<file path="src/rtl/frame_pkg.sv">
// Shared definitions for the frame parser: header default, error codes,
// FSM state encoding and the checksum accumulate helper.
package frame_pkg;

  localparam logic [7:0] HDR_DEFAULT = 8'hA5;

  // err_code values reported alongside frame_err
  localparam logic [1:0] ERR_NONE    = 2'd0;
  localparam logic [1:0] ERR_LEN     = 2'd1;
  localparam logic [1:0] ERR_CHK     = 2'd2;
  localparam logic [1:0] ERR_TIMEOUT = 2'd3;

  typedef enum logic [1:0] {
    ST_IDLE    = 2'd0,
    ST_PAYLOAD = 2'd1,
    ST_CHECK   = 2'd2
  } state_t;

  // Running checksum: 8-bit wrap-around sum
  function automatic logic [7:0] chk_add(input logic [7:0] acc, input logic [7:0] data);
    return acc + data;
  endfunction

endpackage

</file>
<file path="src/rtl/frame_timeout.sv">
// Starvation counter for the frame parser.
// Ports:
//   clk, resetn - clock and asynchronous active-low reset
//   clear       - zero the counter (pop or state change); wins over run
//   run         - inside a frame with an empty FIFO: count one cycle
//   expired     - run is high and the counter sits at TIMEOUT_CYCLES-1
module frame_timeout #(
  parameter int TIMEOUT_CYCLES = 50000
) (
  input  logic clk,
  input  logic resetn,
  input  logic clear,
  input  logic run,
  output logic expired
);

  localparam int TW = (TIMEOUT_CYCLES > 1) ? $clog2(TIMEOUT_CYCLES) : 1;
  localparam logic [TW-1:0] LIMIT = TW'(TIMEOUT_CYCLES - 1);

  logic [TW-1:0] timer;

  assign expired = run && (timer == LIMIT);

  // Counter register: cleared on activity, advances only while starved
  always_ff @(posedge clk or negedge resetn) begin
    if (!resetn) begin
      timer <= '0;
    end else if (clear) begin
      timer <= '0;
    end else if (run && !expired) begin
      timer <= timer + TW'(1);
    end else begin
      timer <= timer;
    end
  end

endmodule

</file>
<file path="src/rtl/frame_parser.sv">
// Frame parser: hunts for HDR in the receive FIFO window, validates LEN,
// streams the payload downstream with valid/ready and checks the trailing
// checksum (LEN + payload, mod 256).
// Ports:
//   clk, resetn          - clock, asynchronous active-low reset
//   enable               - low freezes all state, no pops, no pulses
//   fifo_data/fifo_level - FIFO window ([7:0] oldest) and fill level
//   fifo_r_en/r_count    - combinational pop request (1 or 2 bytes)
//   m_data/m_valid/m_last/m_ready - payload stream
//   frame_ok/frame_err/err_code   - registered end-of-frame status pulses
module frame_parser
  import frame_pkg::*;
#(
  parameter int         WIN            = 2,
  parameter logic [7:0] HDR            = HDR_DEFAULT,
  parameter int         MAX_PAYLOAD    = 32,
  parameter int         TIMEOUT_CYCLES = 50000,
  parameter int         LEVEL_W        = 8
) (
  input  logic               clk,
  input  logic               resetn,
  input  logic               enable,
  input  logic [WIN*8-1:0]   fifo_data,
  input  logic [LEVEL_W-1:0] fifo_level,
  output logic               fifo_r_en,
  output logic [5:0]         fifo_r_count,
  output logic [7:0]         m_data,
  output logic               m_valid,
  output logic               m_last,
  input  logic               m_ready,
  output logic               frame_ok,
  output logic               frame_err,
  output logic [1:0]         err_code
);

  localparam int         REM_W   = $clog2(MAX_PAYLOAD + 1);
  localparam logic [7:0] MAX_LEN = 8'(MAX_PAYLOAD);

  state_t           state, state_next;
  logic [7:0]       sum, sum_next;
  logic [REM_W-1:0] remaining, remaining_next;
  logic             ok_next, err_next;
  logic [1:0]       code_next;
  logic [7:0]       byte0, byte1;
  logic             has1, has2;
  logic             timer_run, timer_clear, expired;

  assign byte0 = fifo_data[7:0];
  assign byte1 = fifo_data[15:8];
  assign has1  = (fifo_level >= LEVEL_W'(1));
  assign has2  = (fifo_level >= LEVEL_W'(2));

  assign m_data = byte0;
  assign m_last = m_valid && (remaining == REM_W'(1));

  // Back-pressure keeps has1 high, so it never feeds the starvation timer
  assign timer_run   = enable && resetn && !has1 &&
                       ((state == ST_PAYLOAD) || (state == ST_CHECK));
  assign timer_clear = fifo_r_en || (state_next != state);

  frame_timeout #(
    .TIMEOUT_CYCLES(TIMEOUT_CYCLES)
  ) u_timeout (
    .clk    (clk),
    .resetn (resetn),
    .clear  (timer_clear),
    .run    (timer_run),
    .expired(expired)
  );

  // Next-state, pop request and stream handshake
  always_comb begin
    state_next     = state;
    sum_next       = sum;
    remaining_next = remaining;
    fifo_r_en      = 1'b0;
    fifo_r_count   = 6'd0;
    m_valid        = 1'b0;
    ok_next        = 1'b0;
    err_next       = 1'b0;
    code_next      = ERR_NONE;
    // Also gated by resetn so no byte is popped while held in reset
    if (enable && resetn) begin
      case (state)
        ST_IDLE: begin
          if (!has1) begin
            state_next = ST_IDLE;
          end else if (byte0 != HDR) begin
            fifo_r_en    = 1'b1;
            fifo_r_count = 6'd1;
          end else if (!has2) begin
            state_next = ST_IDLE;
          end else if ((byte1 == 8'd0) || (byte1 > MAX_LEN)) begin
            // Drop only the header so the LEN byte is re-hunted
            fifo_r_en    = 1'b1;
            fifo_r_count = 6'd1;
            err_next     = 1'b1;
            code_next    = ERR_LEN;
          end else begin
            fifo_r_en      = 1'b1;
            fifo_r_count   = 6'd2;
            remaining_next = REM_W'(byte1);
            sum_next       = byte1;
            state_next     = ST_PAYLOAD;
          end
        end
        ST_PAYLOAD: begin
          m_valid = has1;
          if (expired) begin
            state_next = ST_IDLE;
            err_next   = 1'b1;
            code_next  = ERR_TIMEOUT;
          end else if (has1 && m_ready) begin
            fifo_r_en      = 1'b1;
            fifo_r_count   = 6'd1;
            sum_next       = chk_add(sum, byte0);
            remaining_next = remaining - REM_W'(1);
            if (remaining == REM_W'(1)) begin
              state_next = ST_CHECK;
            end else begin
              state_next = ST_PAYLOAD;
            end
          end else begin
            state_next = ST_PAYLOAD;
          end
        end
        ST_CHECK: begin
          if (expired) begin
            state_next = ST_IDLE;
            err_next   = 1'b1;
            code_next  = ERR_TIMEOUT;
          end else if (has1) begin
            fifo_r_en    = 1'b1;
            fifo_r_count = 6'd1;
            state_next   = ST_IDLE;
            if (byte0 == sum) begin
              ok_next = 1'b1;
            end else begin
              err_next  = 1'b1;
              code_next = ERR_CHK;
            end
          end else begin
            state_next = ST_CHECK;
          end
        end
        default: begin
          state_next = ST_IDLE;
        end
      endcase
    end else begin
      state_next = state;
    end
  end

  // State, checksum, length and status pulse registers
  always_ff @(posedge clk or negedge resetn) begin
    if (!resetn) begin
      state     <= ST_IDLE;
      sum       <= 8'd0;
      remaining <= '0;
      frame_ok  <= 1'b0;
      frame_err <= 1'b0;
      err_code  <= ERR_NONE;
    end else begin
      state     <= state_next;
      sum       <= sum_next;
      remaining <= remaining_next;
      frame_ok  <= ok_next;
      frame_err <= err_next;
      err_code  <= code_next;
    end
  end

endmodule

</file>
<file path="config.mk">
export PLATFORM = sky130hd
export DESIGN_NAME = frame_parser
export DESIGN_NICKNAME = d
export VERILOG_FILES = /design/src/rtl/frame_pkg.sv /design/src/rtl/frame_timeout.sv /design/src/rtl/frame_parser.sv
export SDC_FILE = /design/constraint.sdc
export NUM_CORES = 1
export LEC_CHECK = 0
export CORE_UTILIZATION = 35
export CTS_CLUSTER_DIAMETER = 150
export DETAILED_ROUTE_END_ITERATION = 6
export GPL_ROUTABILITY_DRIVEN = 0
export SLEW_MARGIN = 15
export SYNTH_ARGS = -nofsm -noshare
export SYNTH_HDL_FRONTEND = slang
export SYNTH_SLANG_ARGS = --single-unit
</file>
<file path="constraint.sdc">
create_clock -name clk -period 5.39 [get_ports clk]
set_input_delay 0.539 -clock clk [delete_from_list [all_inputs] [get_ports clk]]
set_output_delay 0.539 -clock clk [all_outputs]
set_load 0.005 [all_outputs]
</file>
* After elaboration in Yosys (flattened, before gate mapping)
Cells that the tools add are included.
W data, S select, Z words.
** Operators by class
- Add/subtract/negate cells :: 3
- Order comparisons :: 3
- Eq/ne operators :: 13
- Muxes and demuxes :: 73
- Reduce and logical (&&, ||, !) cells :: 17
** Operator list (count)
- $mux W8 :: 6
- $mux W2 :: 20
- $mux W6 :: 6
- $mux W1 :: 32
- $mux W16 :: 2
- $pmux W2 S3 :: 3
- $add A16 B1 Y16 const B :: 1
- $eq A16 B16 Y1 const B :: 1
- $pmux W8 S2 :: 1
- $pmux W6 S2 :: 1
- $ne A2 B2 Y1 const B :: 5
- $add A8 B8 Y8 :: 1
- $eq A8 B8 Y1 :: 1
- $ge A8 B1 Y1 const B :: 1
- $ge A8 B2 Y1 const B :: 1
- $gt A8 B6 Y1 const B :: 1
- $logic_not A8 Y1 :: 1
- $ne A8 B8 Y1 const B :: 1
- $reduce_and A8 Y1 :: 1
- $logic_and A1 B1 Y1 :: 7
- $eq A6 B1 Y1 const B :: 1
- $pmux W1 S3 :: 2
- $sub A6 B1 Y6 const B :: 1
- $reduce_bool A2 Y1 :: 2
- other kinds (7) :: 10
** Word-level totals
- Register bits :: 36
- Input port bits :: 28
- Output and inout bits :: 21
- Word-level logic and storage cells :: 116

* Depth between registers and ports, before layout
- Depth after elaboration :: 11
- Gate-level depth with buffers :: 9
- Depth with buffers taken out :: 9

* Cells and area by module
Synthesis repeated with hierarchy kept, for this count alone.
** Unflattened totals
- Cells, all modules :: 309
- Area, all modules :: 2655.0 sq um
** Modules (own cells, without submodules)
- frame_parser :: times used 1, cells an instance 218, area an instance 1761.7 sq um, seq. area each 500.5 sq um
- frame_timeout :: times used 1, cells an instance 91, area an instance 893.4 sq um, seq. area each 400.4 sq um

* Worst setup path before layout
OpenSTA, ideal clock, no wires.
- Path kind :: input-to-reg
- From :: in fifo_level[5]
- To :: reg u_timeout.timer[0]
- Arrival time :: 2.432 ns
- Data required time :: 5.264 ns
- Slack :: 2.832 ns
- Stages :: 8
- Cell sequence :: or4_4 > nor3_1 > buf_4 > nand3_1 > a22oi_2 > mux2i_2 > buf_2 > nor3_1
** Between the ends
- Longest elaborated chain between the ends :: 11
- Elaborated cells between the ends (all ways) :: 31
- Classes of those cells :: 2 x order compare; 1 x eq/ne; 19 x mux; 9 x reduce/logical
** Ends and longest elaborated chain
- start: declaration :: line frame_parser.sv:24 : input logic [LEVEL_W-1:0] fifo_level,
- $ge A8 B1 Y1 :: line frame_parser.sv:50 : assign has1 = (fifo_level >= LEVEL_W'(1));
- $logic_not A1 Y1
- $logic_and A1 B1 Y1 (2 in a row) :: line frame_parser.sv:57 : assign timer_run = enable && resetn && !has1 &&
- $logic_and A1 B1 Y1 :: line frame_timeout.sv:22 : assign expired = run && (timer == LIMIT);
- $mux W2, on equally long branches :: line frame_parser.sv:128, frame_parser.sv:109
- $pmux W2 S3 :: line frame_parser.sv:84 : case (state)
- $mux W2 :: line frame_parser.sv:83 : if (enable && resetn) begin
- $ne A2 B2 Y1 :: line frame_parser.sv:59 : assign timer_clear = fifo_r_en || (state_next != state);
- $logic_or A1 B1 Y1 :: line frame_parser.sv:59
- $mux W16 / $reduce_bool A2 Y1 (equally long branches)
- end signal: assignment :: line frame_timeout.sv:31 : timer <= timer + TW'(1);
- end signal: assignment :: line frame_timeout.sv:33 : timer <= timer;
- end: declaration :: line frame_timeout.sv:20 : logic [TW-1:0] timer;
Several ways; a longest one is shown, not always the timed one.
A chain may end at the register's enable or synchronous reset.

* Worst setup path after layout
- From :: in fifo_data[2]
- To :: out fifo_r_count[1]
** Between the ends
- Longest elaborated chain between the ends :: 5
** Ends and longest elaborated chain
- start: declaration :: line frame_parser.sv:23 : input logic [WIN*8-1:0] fifo_data,
- $ne A8 B8 Y1 :: line frame_parser.sv:88 : end else if (byte0 != HDR) begin
- $mux W2 :: line frame_parser.sv:88
- $mux W2 :: line frame_parser.sv:86 : if (!has1) begin
- $pmux W2 S3 :: line frame_parser.sv:84
- $mux W2 :: line frame_parser.sv:83
- end: declaration :: line frame_parser.sv:26 : output logic [5:0] fifo_r_count,
No other way between the ends.

==> results.toml <==
[final_layout]
seq_area_sq_um = 901
fin_nets = 387
num_antenna_cells = 0
layout_common_cells = "clkdlybuf4s50_1 (43), dfrtp_1 (36), nand2_1 (26), nor3_1 (24), o21ai_0 (17)"
nFillCells = 730
final_area_sq_um = 3300
syn_to_final_growth_pct = 21.3
layout_commonest_cell = "clkdlybuf4s50_1"
drive_gt1_frac = 0.0928
multiInputGateArea_sq_um = 1630

[hold_path]
hp-class = "in -> async"

[worst_setup_path]
critPathMaxFanout = 3
critPathKind = "in -> out"
reg2reg_from = "u_timeout.timer[3]"
r2r-end = "u_timeout.timer[3]"
endpoint_kind = "output pin"
crit_top_cell = "clkdlybuf4s50_1"
path_depth = 6
crit_path_cell_trace = "clkdlybuf4s50_1 -> nor4bb_1 -> nand2_1 -> nor4_1 -> and2_1 -> clkdlybuf4s50_1"
worst_ep_arrival_time_ns = 3.14
reg2reg_slack_ns = 2.57
startpoint = "fifo_data[2]"
cp-start-kind = "input pin"
max_stage_delay_ns = 0.65
cp.buffers_inverters = 2
crit_family = "simple AND/OR/NAND/NOR gates"
worstRegToRegCells = 6
cp.required_ns = 4.85
crit_slowest_cell = "nor4bb_1"
endpoint = "fifo_r_count[1]"

[logic_synthesis]
syn_inst = 307
synth.cell_area_sq_um = 2720
ys_seq_elements = 36
synth_flop_cell = "dfrtp_1"
synthTopCellsByArea = "dfrtp_1 (33%), ha_1 (6.4%), nor3_1 (4.4%), xor2_1 (4.2%), buf_4 (3.6%)"
synth.largest_area_cell = "dfrtp_1"
synth_edf_count = 0
synth_top_area_share = 0.332
netlist-cell-type-count = 58
yosys_warnings = 0
avgSynthCellArea_sq_um = 8.85
ys_seq_area_frac = 0.332
synthArstFlopShare = 1.00

[timing]
layout_min_cycle_time_ns = 3.68
maxSlewViolCount = 0
period_share = 0.683
worst_slew_pin_slew_ns = 0.951
setup_violations = 0
finalClockSkew_ns = 0.0108
rsz0062_at_grt = "false"
max_slew_margin = 0.354
tns_ns = 0
max_freq_ghz = 0.272
final_hold_viol_count = 0

[clocking]
clockBufferDepth = 2
clock_sinks = 36
cts_resized = 0
cts_tree = "done"
ctsHoldBuffers = 0
cts_root_buffer = "clkbuf_8"
clk_pin_slew_worst_paths_ns = 0.07
insertion_delay_ns = 0.29
cts_setup_buffers = 0
cts_buffers = 5
htreeDepth = 2

[status]
status = "complete, no violations"

[grt]
grt_pass1_vias = 2382
grt-ovfl-total = 0
grt_use_total = 0.167
grt_max_degree = 34
grt_pass1_wl_um = 11200
antenna_found_initial = 0

[floorplanning]
die-area_sq_um = 8120
start_util = 0.369
die_w_um = 90.1
io_pins = 49
placementRows = 31
dieHeight_um = 90.1
core_sq_um = 7370

[drt]
first_iter_violations = 121
drt-pass1-iter-count = 4
num_vias = 2323
drc_errors = 0
drt_wl_total_um = 6410
wl_per_cell_um = 14.4
vias_per_cell = 5.23
ant_nets = 0

[placed_design]
postPlaceCellArea_sq_um = 3180
io_buffers = 44
dp_hpwl_um = 4800

[power]
p_leak_nw = 1.35
ir_drop_uv = 127
power_per_cell_area_nw_per_um2 = 326

[job]
cap_violations = 0
[metal layers]
metal,share of wire,GRT usage,up-vias
met5,0,0,-
met4,0.015,0.0551,0
met3,0.031,0.0288,9
met2,0.47,0.282,48
met1,0.48,0.217,1096
li1,-,-,1170
[report_power, final]
part	switching [W]	internal, W	leakage, nW
Clock	0.000101	0.000137	0.0541
Combinational	0.000267	0.000217	0.818
Sequential	0.0000354	0.000318	0.474
[worst min-delay path by stage]
| stage | startpoint | end | slack (ns) | cells after the start |
|---|---|---|---|---|
| 2_1_floorplan | resetn | err_code[0] | 0.24 | 0 |
| 3_3_place_gp | resetn | u_timeout.timer[1] | 0.38 | 1 |
| 3_5_place_dp | resetn | state[0] | 0.39 | 1 |
| 4_1_cts | resetn | state[0] | 0.07 | 1 |
| 5_1_grt | resetn | state[0] | 0.07 | 1 |
| 6_report | resetn | state[0] | 0.08 | 1 |
[synthesized netlist by cell type, types with 4 or more instances]
master	instances
dfrtp_1	36
nand2_1	26
nor3_1	24
o21ai_0	17
inv_1	16
ha_1	14
nand3_1	14
nor2_1	14
buf_4	13
xor2_1	13
a21oi_1	12
nand4_1	10
nor2b_1	7
xnor2_1	7
nor4bb_1	5
and4_1	4
buf_2	4
[layout make-up]
class,count,area share
clock buffer,5,0.0209
clock inverter,3,0.0129
inverter,16,0.0182
multi-input combinational,237,0.496
sequential,36,0.273
tap,99,0.0376
timing repair buffer,48,0.141
[metrics by stage]
stage	cells	setup slack (ns)	total power [W]	hold slack (ns)	util
global route	444	1.64	0.00117	0.0710	0.447
CTS	444	1.76	0.00108	0.0716	0.447
finish	444	1.71	0.00107	0.0757	0.447
floorplan	310	2.83	0.000720	0.243	-
detailed placement	436	1.75	0.000839	0.388	0.432
global placement	436	1.82	0.000835	0.381	0.432
[cells by family (layout without fill, tap and decap cells)]
group | count (synthesis) | in the layout | share of synthesized area
multiplexers | 7 | 7 | 0.0286
AO/OA/AOI/OAI | 52 | 52 | 0.125
buffers and inverters | 37 | 72 | 0.0709
XOR/XNOR | 20 | 20 | 0.0645
flip-flops | 36 | 36 | 0.332
other | 1 | 4 | 0.00138
AND/OR/NAND/NOR | 139 | 139 | 0.306
adder cells (fa/ha/maj) | 15 | 15 | 0.0719
[state kept, by name (all words and copies together) (netlist names)]
| name | count |
|---|---|
| u_timeout.timer | 16 |
| frame_ok | 1 |
| remaining | 6 |
| sum | 8 |
| state | 2 |
| frame_err | 1 |
| err_code | 2 |
(Power assumes the default switching activity.)
==> RTL change 1: new RTL, config.mk and constraints unchanged <==
Reset style: synchronous (`resetn`), changed in 2 clocked blocks. Comments in the files are not updated.
--- a/src/rtl/frame_timeout.sv
+++ b/src/rtl/frame_timeout.sv
@@ -24,3 +24,3 @@
   // Counter register: cleared on activity, advances only while starved
-  always_ff @(posedge clk or negedge resetn) begin
+  always_ff @(posedge clk) begin
     if (!resetn) begin
--- a/src/rtl/frame_parser.sv
+++ b/src/rtl/frame_parser.sv
@@ -155,3 +155,3 @@
   // State, checksum, length and status pulse registers
-  always_ff @(posedge clk or negedge resetn) begin
+  always_ff @(posedge clk) begin
     if (!resetn) begin
Check against the original RTL: differs if resetn is asserted again (counterexample within 4 cycles, from zero or initial values and one cycle with resetn low); with resetn held inactive, the same outputs for 4 cycles.
==> RTL change 1 against the unedited design <==
Count of clock-buffer cells in the layout grew 2; first-iteration DRC count rose by 31%; cell area fell by 6.6%; synthesized area down 5.5%; setup slack got worse by 0.071 ns; sequential cell count is the same; wire length decreased by 0.42%.
Power is not compared: it rests on default switching activity, and its combinational part moved more than twofold at a synthesized area within 25%.
==> RTL change 1: results (changes against the unedited design) <==
metric;value;unit;change
slowest_stage;ha_1;;was nor4bb_1
gr-usage-all-layers;0.173;;was 0.167
ys.flop_type;dfxtp_1;;was dfrtp_1
slowest_delay;0.68;ns;was 0.65 ns
wl_met3;301;µm;was 201 µm
grt_max_degree;27;;was 34
skew;0.0106;ns;was 0.0108 ns
synthTopCellsByCount;dfxtp_1 (36), nor4_1 (22), nand2_1 (18);;was dfrtp_1 (36), nand2_1 (26), nor3_1 (24)
crit_arrival;3.21;ns;was 3.14 ns
use_met1;0.234;;was 0.217
crit_fanout;19;;was 3
drive_gt1_frac;0.0647;;was 0.0928
synth_cell_types;64;;was 58
drt-met1-wl;3.15;mm;was 3.10 mm
place_area;2980;µm²;was 3180 µm²
pre_cts_ws;1.68;ns;was 1.75 ns
synthArstFlopShare;0;;was 1.00
tightestPinTransition;0.885;ns;was 0.951 ns
synth_area_leaders;dfxtp_1 (28%), ha_1 (6.8%), nor4_1 (5.4%);;was dfrtp_1 (33%), ha_1 (6.4%), nor3_1 (4.4%)
dp_cells;429;;was 436
grt_pass1_vias;2105;;was 2382
grt_pass1_wl;10.4;mm;was 11.2 mm
met3_usage;0.0292;;was 0.0288
vias_per_cell;5.46;;was 5.23
avgSynthCellArea;8.30;µm²;was 8.85 µm²
r2r_slack;2.26;ns;was 2.57 ns
synthXorXnorAreaFrac;0.0648;;was 0.0645
outcome;complete, no violations;;unchanged
hp-class;flip-flop to flip-flop;;was input pin to async pin
cpLargestDelayFamily;buffers and inverters;;was simple AND/OR/NAND/NOR gates
worstReg2RegStart;state[1];;was u_timeout.timer[3]
==> RTL change 1: changes by cell type after synthesis, moves of 4 or more <==
| cell | change |
|---|---|
| nor3_1 | -10 |
| nand2_1 | -8 |
| and4_1 | -4 |
| nor4_1 | +20 |
| nor4bb_1 | -4 |
| dfxtp_1 | +36 |
| dfrtp_1 | -36 |
| a211oi_1 | +5 |
==> RTL change 1: cells by family (layout without fill, tap and decap cells) <==
| group | count (synthesis) | after routing |
|---|---|---|
| adder cells (fa/ha/maj) | 15 | 15 |
| AND/OR/NAND/NOR | 125 | 125 |
| other | 1 | 4 |
| multiplexers | 6 | 6 |
| AO/OA/AOI/OAI | 66 | 66 |
| buffers and inverters | 41 | 69 |
| flip-flops | 36 | 36 |
| XOR/XNOR | 19 | 19 |
==> RTL change 1: final cells by class <==
| cell class | count | area (µm²) | area share |
|---|---|---|---|
| multi-input cells | 235 | 1630 | 0.529 |
| flip-flops and latches | 36 | 721 | 0.234 |
| repair buffers | 45 | 448 | 0.146 |
| well taps | 96 | 120 | 0.0390 |
| clock buffers | 7 | 96.3 | 0.0313 |
| inverters | 17 | 63.8 | 0.0207 |
==> RTL change 1: worst max path at each step <==
| stage | from | end | slack (ns) | cells past startpoint |
|---|---|---|---|---|
| 6_report | state[1] | m_last | 1.64 | 5 |
| 2_1_floorplan | fifo_data[9] | u_timeout.timer[0] | 2.86 | 7 |
| 3_5_place_dp | fifo_data[7] | u_timeout.timer[5] | 1.68 | 7 |
| 5_1_grt | state[1] | m_last | 1.40 | 5 |
| 4_1_cts | state[1] | m_last | 1.64 | 5 |
| 3_3_place_gp | fifo_data[7] | u_timeout.timer[9] | 1.78 | 7 |
==> RTL change 2: new RTL, same flow settings <==
Without the edit above. `TIMEOUT_CYCLES` is set to 50000 in 2 places; all go to 100000.
--- a/src/rtl/frame_timeout.sv
+++ b/src/rtl/frame_timeout.sv
@@ -7,3 +7,3 @@
 module frame_timeout #(
-  parameter int TIMEOUT_CYCLES = 50000
+  parameter int TIMEOUT_CYCLES = 100000
 ) (
--- a/src/rtl/frame_parser.sv
+++ b/src/rtl/frame_parser.sv
@@ -16,3 +16,3 @@
   parameter int         MAX_PAYLOAD    = 32,
-  parameter int         TIMEOUT_CYCLES = 50000,
+  parameter int         TIMEOUT_CYCLES = 100000,
   parameter int         LEVEL_W        = 8
Behaviour: no difference found for any inputs over 4 cycles, from zero or initial values and one cycle with resetn low; that may be too few to reach the edited logic, so the function may still have changed.
==> RTL change 2 against the unedited design <==
Synthesized area up 5.0%; hold slack better by 0.26 ns; first-iteration DRC count down 21%; setup slack better by 0.26 ns; register-to-register slack worse by 0.09 ns; wire length up 3.1%; sequential cell count up 1; cell area up 3.8%; total power up 8.6%; highest routed layer unchanged.
==> RTL change 2: results (changes against the unedited design) <==
metric;value;unit;change
vias_per_cell;5.33;;was 5.23
crit_arrival;2.88;ns;was 3.14 ns
reg_top3;u_timeout.timer: 17 flops, sum: 8 flops, remaining: 6 flops;;was u_timeout.timer: 16 flops, sum: 8 flops, remaining: 6 flops
clk_pin_slew;0.08;ns;
synth_area_leaders;dfrtp_1 (32%), ha_1 (6.1%), nor3_2 (4.2%);;was dfrtp_1 (33%), ha_1 (6.4%), nor3_1 (4.4%)
cts_setup_buffers;0;;unchanged
synth_cell_types;60;;was 58
tightestPinTransition;0.960;ns;was 0.951 ns
yosysSeqAreaShare;0.325;;was 0.332
grt_max_degree;40;;was 34
dp_hpwl;5.00;mm;was 4.80 mm
nets;393;;was 387
p_leak;0.00140;µW;was 0.00135 µW
grt_pass1_vias;2351;;was 2382
r2r_cells;6;;unchanged
routedWlPerCell;14.6;µm;was 14.4 µm
avgSynthCellArea;9.11;µm²;was 8.85 µm²
ys_warn_count;0;;unchanged
drt_wl_total;6.61;mm;was 6.41 mm
gr-usage-all-layers;0.167;;about the same
synthTopCellsByCount;dfrtp_1 (37), nor2_1 (28), inv_1 (16);;was dfrtp_1 (36), nand2_1 (26), nor3_1 (24)
drt_iter0_markers;96;;was 121
grt_pass1_wl;11.3;mm;was 11.2 mm
dp_cells;445;;was 436
skew;0.0135;ns;was 0.0108 ns
place_area;3320;µm²;was 3180 µm²
ir_drop;0.169;mV;was 0.127 mV
drive_gt1_frac;0.0969;;was 0.0928
outcome;complete, no violations;;unchanged
htreeDepth;2;;unchanged
## RTL change 2: path summary, 6_finish.rpt
kind                                         start                  to  slack (ns)
worst max-delay path                 fifo_data[11]     fifo_r_count[0]        1.97
worst min-delay path                        resetn  u_timeout.timer[4]        0.34
worst max register to register  u_timeout.timer[5]  u_timeout.timer[5]        2.48
worst min register to register              sum[6]              sum[6]        0.53
max in group asynchronous                   resetn        remaining[2]        4.70
min in group clk                            sum[6]              sum[6]        0.53
## RTL change 2: area by class of cell
class	instances	area, µm²
Sequential cell	37	926
Fill cell	778	4390
Timing Repair Buffer	48	465
Inverter	16	60.1
Tap cell	102	128
Clock inverter	2	13.8
Multi-Input combinational cell	242	1740
Clock buffer	6	82.6
## RTL change 2: logic make-up after synthesis
family,count (synthesis),share of synthesized area
other,1,0.00132
adder cells (fa/ha/maj),15,0.0685
AO/OA/AOI/OAI,55,0.141
XOR/XNOR,21,0.0645
buffers and inverters,37,0.0720
flip-flops,37,0.325
multiplexers,8,0.0285
AND/OR/NAND/NOR,139,0.299
## RTL change 2: report_power, final
| part | internal [µW] | total [µW] | switching (µW) |
|---|---|---|---|
| combinational | 242 | 557 | 316 |
| clock | 104 | 210 | 107 |
| sequential | 340 | 399 | 58.8 |
| total | 686 | 1170 | 481 |
## RTL change 2: routing by layer
| layer | vias up | global-route usage | part of all wire |
|---|---|---|---|
| met5 | - | 0 | 0 |
| met3 | 8 | 0.0274 | 0.021 |
| met4 | 0 | 0.0469 | 0.010 |
| met1 | 1170 | 0.226 | 0.49 |
| li1 | 1206 | - | - |
| met2 | 30 | 0.275 | 0.48 |
## RTL change 2: worst max-delay path: stages
cell and delay [ns]:
clkdlybuf4s50_1 0.55, nor4_1 0.08, a2111oi_0 0.48, buf_4 0.22
nor2_1 0.08, o31a_1 0.31, nor2_1 0.12, nor2_1 0.05
clkdlybuf4s50_1 0.45
## RTL change 2: stage by stage
step           hold WS, ns  setup slack [ns]
6_report             0.340              1.97
3_5_place_dp         0.522              1.77
3_3_place_gp         0.519              1.84
2_1_floorplan        0.243              2.81
4_1_cts              0.374              1.97
5_1_grt              0.398              1.85
